[config.mk]
export PLATFORM = sky130hd
export DESIGN_NAME = node_sequencer
export DESIGN_NICKNAME = d
export VERILOG_FILES = /design/src/rtl/nn_pkg.sv /design/src/rtl/mod_counter.sv /design/src/rtl/node_sequencer.sv
export SDC_FILE = /design/constraint.sdc
export NUM_CORES = 1
export LEC_CHECK = 0
export BUFFER_PORTS_ARGS = -buffer_cell sky130_fd_sc_hd__buf_2
export CAP_MARGIN = 40
export CORE_ASPECT_RATIO = 1.5
export CORE_MARGIN = 2
export CORE_UTILIZATION = 30
export CTS_BUF_LIST = sky130_fd_sc_hd__clkbuf_8
export DETAILED_ROUTE_END_ITERATION = 6
export PLACE_DENSITY_LB_ADDON = 0.15
export SYNTH_ARGS = -nofsm -noshare
export SYNTH_HDL_FRONTEND = slang
export SYNTH_SLANG_ARGS = --single-unit
[constraint.sdc]
create_clock -name clk -period 3.4 [get_ports clk]
set_clock_uncertainty 0.2 [all_clocks]
set_input_delay 0.68 -clock clk [delete_from_list [all_inputs] [get_ports clk]]
set_output_delay 0.68 -clock clk [all_outputs]
set_load 0.02 [all_outputs]
[src/rtl/nn_pkg.sv]
// Shared types and constants for the neural-network layer: sequencer state
// encoding and the default node geometry also used by the MAC datapath.
package nn_pkg;

    typedef enum logic [2:0] {IDLE, CLEAR, ACCUM, ACT, DONE} seq_state_t;

    localparam int NN_NUM_INPUTS = 64;
    localparam int NN_CNT_W      = 7;

endpackage

[src/rtl/mod_counter.sv]
// Modulo-N up counter with synchronous clear; wrap flags the last value so the
// owner can decide what happens when the count rolls back to zero.
module mod_counter #(
    parameter int WIDTH  = 8,
    parameter int MODULO = 256
) (
    input  logic             clk,
    input  logic             clr,
    input  logic             en,
    output logic [WIDTH-1:0] count,
    output logic             wrap
);

    localparam logic [WIDTH-1:0] LAST = WIDTH'(MODULO - 1);

    assign wrap = (count == LAST);

    always_ff @(posedge clk) begin
        if (clr)
            count <= '0;
        else if (en)
            count <= wrap ? '0 : count + 1'b1;
    end

endmodule

[src/rtl/node_sequencer.sv]
// Layer sequencer for the MAC node datapath: clear, accumulate, activate per node.
// Define NODE_SEQ_BIAS_EN to append a bias term (cnt_val == NUM_INPUTS) to each node.
module node_sequencer
    import nn_pkg::*;
#(
    parameter int NUM_INPUTS = NN_NUM_INPUTS,
    parameter int NUM_NODES  = 16,
    parameter int CNT_W      = NN_CNT_W,
    parameter int NODE_W     = 8
) (
    input  logic              clk,
    input  logic              rst,
    input  logic              go,
    input  logic              abort,
    input  logic              data_valid,
    output logic              busy,
    output logic              done,
    output logic              reset_acc,
    output logic              acc_en,
    output logic [CNT_W-1:0]  cnt_val,
    output logic [NODE_W-1:0] node_sel,
    output logic              act_latch
);

`ifdef NODE_SEQ_BIAS_EN
    localparam int TERMS = NUM_INPUTS + 1;
`else
    localparam int TERMS = NUM_INPUTS;
`endif

    seq_state_t state;
    logic       stop;
    logic       cnt_en;
    logic       cnt_wrap;
    logic       node_clr;
    logic       node_en;
    logic       node_wrap;

    // Reset and abort both return the counters to zero so a fresh go starts clean.
    assign stop     = rst || (abort && (state != IDLE));
    assign cnt_en   = (state == ACCUM) && data_valid;
    assign node_clr = stop || (state == DONE);
    assign node_en  = (state == ACT) && !node_wrap;
    assign acc_en   = (state == ACCUM) && data_valid;

    mod_counter #(
        .WIDTH  (CNT_W),
        .MODULO (TERMS)
    ) u_cnt (
        .clk   (clk),
        .clr   (stop),
        .en    (cnt_en),
        .count (cnt_val),
        .wrap  (cnt_wrap)
    );

    mod_counter #(
        .WIDTH  (NODE_W),
        .MODULO (NUM_NODES)
    ) u_node (
        .clk   (clk),
        .clr   (node_clr),
        .en    (node_en),
        .count (node_sel),
        .wrap  (node_wrap)
    );

    // Strobe outputs default low each cycle and are raised only on entry to their state.
    always_ff @(posedge clk) begin
        reset_acc <= 1'b0;
        act_latch <= 1'b0;
        done      <= 1'b0;
        if (stop) begin
            state <= IDLE;
            busy  <= 1'b0;
        end else begin
            case (state)
                IDLE: begin
                    if (go && !abort) begin
                        state     <= CLEAR;
                        busy      <= 1'b1;
                        reset_acc <= 1'b1;
                    end
                end
                CLEAR: begin
                    state <= ACCUM;
                end
                ACCUM: begin
                    if (data_valid && cnt_wrap) begin
                        state     <= ACT;
                        act_latch <= 1'b1;
                    end
                end
                ACT: begin
                    if (node_wrap) begin
                        state <= DONE;
                        done  <= 1'b1;
                    end else begin
                        state     <= CLEAR;
                        reset_acc <= 1'b1;
                    end
                end
                DONE: begin
                    state <= IDLE;
                    busy  <= 1'b0;
                end
                default: begin
                    state <= IDLE;
                    busy  <= 1'b0;
                end
            endcase
        end
    end

endmodule

==> metrics.md, run 1 <==
| Metric | Value |
|---|---|
| WP buf/inv | `2` |
| Max_slew headroom | `67.0%` |
| Final #Nets | `147` |
| DR WL/cell | `13.7 um` |
| Final Util | `36.6%` |
| Post-CTS Setup Inserts | `0` |
| Seq/Total Area, Yosys | `40.6%` |
| Dpl cells | `177` |
| Setup_tns | `0 ns` |
| Max cap viols | `0` |
| Setup violations, final | `0` |
| Min-delay worst type | `reg2reg` |
| Max Freq | `422 MHz` |
| ANT cells | `0` |
| Fillers | `413` |
| Status | `finished clean` |
| Detail Placement HPWL | `1860 um` |
| Crit-path leading delay family | `flip-flops` |
| CP max stage delay | `0.63 ns` |
| # IOs | `25` |
| Die width | `53.1 um` |
| Largest area contributor in the netlist | `dfxtp_1` |
| Post-Syn Area | `1090 um^2` |
| Core area | `3450 um^2` |
| Share of layout cells above drive strength 1 | `24.6%` |
| Critical path class | `reg2out` |
| Final hold violation count | `0` |
| Syn. warnings | `0` |
| Drc violations | `0` |
| Worst Max-Slew Pin Slew | `0.494 ns` |
| Starting DRC count in detailed routing | `27` |
| Area contributors post-synth | `dfxtp_1 41%, a21oi_1 4.1%, o21ai_0 2.8%, nand2_1 2.8%, or4_1 2.8%` |
| DR vias/cell | `5.36` |
| Tot GR Track Use | `12.7%` |
| Unique masters post-synth | `40` |
| Largest net degree at the start of global routing | `14` |
| Type of origin of the critical path | `flop` |
| Area of the die | `4130 um^2` |
| Worst-Skew Late Latency | `0.26 ns` |
| FF-to-FF setup slack | `1.45 ns` |
| Worst IR Drop VDD | `0.148 mV` |
| Leak Pwr | `0.474 nW` |
| Grt ovf | `0` |
| P per Cell Area | `361 nW/um^2` |
| Reg area | `440 um^2` |
| Multi-input gate area | `587 um^2` |
| Min cycle time layout | `2.37 ns` |
| DR vias | `965` |
| Effective utilization at floorplan | `31.5%` |
| Post-synth top flop | `dfxtp_1` |
| Syn nets | `123` |
| Initial DRT Pass Iterations | `4` |
| Antenna violations before repair | `0` |
| CTS H-Tree Depth | `1` |
| ANT nets after route | `0` |
| RSZ-0062 raised after global routing | `no` |
| Die height | `77.7 um` |
| Cts repair resizes | `0` |
| EDFF count, synth | `0` |
| Syn avg cell area | `9.36 um^2` |
| CP Max Fanout | `13` |
| Mapped Cells | `116` |
| First-pass GRT wire length | `3910 um` |
| Worst EP required | `2.52 ns` |
| Crit path capture type | `output port` |
| Cts bufs inserted | `3` |
| RD Place Congestion | `0.721` |
| Non-filler cells, final | `180` |
| Top-count cell post-synth | `dfxtp_1` |
| Clock tree root buffer cell | `clkbuf_8` |
| Max Root-Sink Buffers | `2` |
| Yosys reg bits | `22` |
| Max Slew Vio Count | `0` |
| Synth top area share | `40.6%` |
| Slowest stage cell on the critical path | `dfxtp_1` |
| # hold bufs at CTS | `0` |
| Period utilization | `69.7%` |
| Vias in the first global route | `904` |
| Port bufs | `24` |
| Area grow syn2layout | `16.4%` |
| WL final | `2470 um` |
| CTS tree | `built` |
| Crit path cell chain | `nand4bb_4, inv_1, buf_2` |
| Clk slew on worst S/H paths | `0.08 ns` |
| Post-synthesis async set-or-reset flop share | `0%` |
| Top cells by count, synth | `22 x dfxtp_1, 9 x a21oi_1, 8 x nand2_1, 6 x inv_1, 6 x o21ai_0` |
| Arrival @ worst endpoint | `1.49 ns` |
| Std cell rows | `26` |
| Clk sinks | `22` |
[placed cells by master, fill, tap and decap left out, types with 3 or more instances in the layout]
cell type / synthesis / final
buf_2: 2 / 24
dfxtp_1: 22 / 22
a21oi_1: 9 / 9
nand2_1: 8 / 8
inv_1: 6 / 6
o21ai_0: 6 / 6
nor3_1: 5 / 5
nand3_1: 4 / 4
or3_1: 4 / 4
or4_1: 4 / 4
nand4_1: 4 / 4
nand4b_1: 3 / 3
a211oi_1: 3 / 3
o31ai_1: 3 / 3
nor4_1: 3 / 3
clkbuf_8: 0 / 3
[worst min-delay path: stages (launching register included)]
cell     delay [ns]
dfxtp_1        0.34
nand2_1        0.06
a21oi_1        0.05
[registers in the layout (all words and copies together) (netlist names)]
signal	count
u_cnt.count	7
done	1
busy	1
state	3
reset_acc	1
u_node.count	8
act_latch	1
[where the power goes]
group / switching (W) / leakage, nW / internal [W]
combinational: 0.0000180 / 0.275 / 0.0000109
clock: 0.0000815 / 0.0216 / 0.0000791
sequential: 0.00000565 / 0.178 / 0.000261
total: 0.000105 / 0.474 / 0.000351
[cell families (layout without fill, tap and decap cells)]
logic type,Yosys count,after routing,share of synthesized area (%)
AOI/OAI and AO/OA,30,30,19.9
xor gates and xnor gates,1,1,0.807
adders and majority gates,2,2,2.30
buffers and inverters,11,33,5.41
DFF,22,22,40.6
muxes,2,2,1.84
and+or+nand+nor,48,48,29.1
[final timing paths]
kind                               startpoint                     endpoint  depth (start not counted)
hold / removal    u_cnt.count[1]$_SDFFE_PP0P_  u_cnt.count[1]$_SDFFE_PP0P_                          2
setup reg to reg        state[1]$_SDFFE_PP0P_  u_cnt.count[5]$_SDFFE_PP0P_                          3
setup / recovery        state[1]$_SDFFE_PP0P_                       acc_en                          3
hold reg to reg   u_cnt.count[1]$_SDFFE_PP0P_  u_cnt.count[1]$_SDFFE_PP0P_                          2
[area by class of cell]
cell class / count / area share, %
flip-flops and latches: 22 / 34.9
well taps: 42 / 4.16
clock buffers: 3 / 3.27
multi-input cells: 83 / 46.4
inverters: 6 / 1.78
repair buffers: 24 / 9.50
[routing by layer]
layer	up-vias	part of all wire (%)	routed length [um]	global-route usage, %
met5	-	0	0	0
met4	0	1.9	48	6.15
met3	5	4.2	104	2.31
met2	25	53	1300	23.1
met1	445	41	1010	13.2
li1	490	-	-	-
[stage by stage]
step | area (um^2) | hold slack, ns | worst slack, ns | power (W)
2_1_floorplan | 1090 | 0.329 | 1.39 | 0.000294
3_3_place_gp | 1220 | 0.283 | 1.23 | 0.000302
3_5_place_dp | 1220 | 0.288 | 1.19 | 0.000302
4_1_cts | 1260 | 0.302 | 1.01 | 0.000463
5_1_grt | 1260 | 0.331 | 0.936 | 0.000477
6_report | 1260 | 0.300 | 1.03 | 0.000456
Note: power is estimated with default switching activity, not from simulation.
==> run 2: changes to the inputs <==
==> constraint.sdc (replaced) <==
create_clock -name clk -period 2.3 [get_ports clk]
set_clock_uncertainty 0.2 [all_clocks]
set_input_delay 0.46 -clock clk [delete_from_list [all_inputs] [get_ports clk]]
set_output_delay 0.46 -clock clk [all_outputs]
set_load 0.02 [all_outputs]
==> run 2 against run 1 <==
Total power increased by 76%. Count of clock-buffer cells in the layout unchanged. Routed wire length increased by 2.2%. Combinational power increased by 52%. Utilization increased by 0.87 points. Largest cell class unchanged. Highest routed layer unchanged.
==> metrics.md, run 2 (synthesized netlist as in run 1, its figures left out) <==
| Metric | Value |
|---|---|
| Period utilization | `92.2%` |
| Worst Max-Slew Pin Slew | `0.480 ns` |
| Die width | `53.1 um` |
| ANT cells | `0` |
| Min-delay worst type | `reg2reg` |
| First-pass GRT wire length | `4280 um` |
| WP buf/inv | `2` |
| DR vias | `990` |
| Combinational Power Share | `5.5%` |
| Worst IR Drop VDD | `0.227 mV` |
| Crit path cell chain | `nand4bb_4, inv_1, buf_2` |
| Share of layout cells above drive strength 1 | `25.2%` |
| Total power | `0.000804 W` |
| Initial DRT Pass Iterations | `4` |
| Fillers | `398` |
| Biggest register | `u_node.count` |
| Status | `finished clean` |
| # IOs | `25` |
| Dpl cells | `177` |
| Leak Pwr | `0.488 nW` |
| P per Cell Area | `621 nW/um^2` |
| Non-filler cells, final | `181` |
| Worst-Skew Late Latency | `0.27 ns` |
| Max_slew headroom | `67.7%` |
| Setup violations, final | `0` |
| Crit-path leading delay family | `flip-flops` |
| CTS H-Tree Depth | `1` |
| Min cycle time layout | `2.12 ns` |
| Multi-input gate area | `587 um^2` |
| Largest net degree at the start of global routing | `14` |
| Core area | `3450 um^2` |
| Max cap viols | `0` |
| ANT nets after route | `0` |
| Worst EP required | `1.64 ns` |
| Max FFs per register | `8` |
| Switching part of the total | `21.1%` |
| Final hold violation count | `0` |
| R2R depth | `3` |
| Clk slew on worst S/H paths | `0.08 ns` |
| Max Root-Sink Buffers | `2` |
| NetSw | `0.000170 W` |
| Critical path class | `reg2out` |
| Starting DRC count in detailed routing | `25` |
| Grt ovf | `0` |
| Setup_tns | `0 ns` |
| DR vias/cell | `5.47` |
| Crit path capture type | `output port` |
| Clock tree root buffer cell | `clkbuf_8` |
| Slowest stage cell on the critical path | `dfxtp_1` |
| Detail Placement HPWL | `1900 um` |
| Arrival @ worst endpoint | `1.46 ns` |
| Most frequent cells in the layout | `24 x buf_2, 22 x dfxtp_1, 9 x a21oi_1` |
| Max Slew Vio Count | `0` |
| CP max stage delay | `0.62 ns` |
| WL final | `2520 um` |
| Clock network power share | `45.6%` |
| Std cell rows | `26` |
| RSZ-0062 raised after global routing | `no` |
| DR WL/cell | `13.9 um` |
| CTS tree | `built` |
| RD Place Congestion | `0.685` |
| Hold depth | `2` |
| Effective utilization at floorplan | `31.5%` |
| Cts repair resizes | `0` |
| Commonest non-fill, non-tap cell in the layout | `buf_2` |
| Final #Nets | `147` |
| Reg area | `440 um^2` |
| Drc violations | `0` |
| Max Freq | `472 MHz` |
| CP Max Fanout | `13` |
| # hold bufs at CTS | `0` |
| Type of origin of the critical path | `flop` |
| Antenna violations before repair | `0` |
| Clk sinks | `22` |
| Tot GR Track Use | `13.8%` |
| Port bufs | `24` |
| Area grow syn2layout | `19.1%` |
| Seq pwr share | `48.9%` |
| Cts bufs inserted | `3` |
| Post-CTS Setup Inserts | `0` |
| Vias in the first global route | `955` |
| Pint | `0.000634 W` |
| Area of the die | `4130 um^2` |
| Largest regs | `u_node.count x8, u_cnt.count x7, state x3` |
| Worst Hold Slack | `0.298 ns` |
| Critical path depth | `3` |
| Die height | `77.7 um` |
[run 2: cell count changes in the layout (fill, tap and decap cells not counted)]
cell       previous run  this run
bufinv_16             0         1
[run 2: area by class of cell]
type                    count  share of cell area (%)
multi-input cells          83                    45.4
flip-flops and latches     22                    34.0
clock inverters             1                    2.32
well taps                  42                    4.06
clock buffers               3                    3.19
repair buffers             24                    9.28
inverters                   6                    1.74
[run 2: worst paths after layout]
kind / to / slack, ns / startpoint
max: acc_en / 0.18 / state[1]$_SDFFE_PP0P_
min: u_cnt.count[1]$_SDFFE_PP0P_ / 0.30 / u_cnt.count[1]$_SDFFE_PP0P_
min reg2reg: u_cnt.count[1]$_SDFFE_PP0P_ / 0.30 / u_cnt.count[1]$_SDFFE_PP0P_
max reg2reg: u_cnt.count[5]$_SDFFE_PP0P_ / 0.38 / state[1]$_SDFFE_PP0P_
[run 2: metrics by stage]
stage                     utilization, %  setup slack [ns]  area [um^2]
final                               37.5             0.180         1290
after global routing                37.5            0.0192         1290
after CTS                           37.5             0.157         1290
after detailed placement            35.4             0.372         1220
after global placement              35.4             0.431         1220
after floorplan                        -             0.527         1090
[run 2: power by group through the flow]
stage / logic [W] / clock network (W) / registers [W]
final: 0.0000438 / 0.000366 / 0.000393
after global routing: 0.0000488 / 0.000387 / 0.000395
after CTS: 0.0000446 / 0.000376 / 0.000394
after detailed placement: 0.0000445 / 0 / 0.000403
after global placement: 0.0000437 / 0 / 0.000402
after floorplan: 0.0000344 / 0 / 0.000400
[run 2: worst register-to-register path, delay by kind of cell, from the launching register on]
kind             cells  cell delay [ns]
AND/OR/NAND/NOR      2             0.83
flip-flops           1             0.62
AO/OA/AOI/OAI        1             0.22
[run 2: layer usage]
metal  track usage [%]  routed length [um]  up-vias
li1                  -                   -      497
met1              15.5                1040      467
met2              24.4                1350       22
met3              1.73                  84        4
met4              6.92                  46        0
met5                 0                   0        -
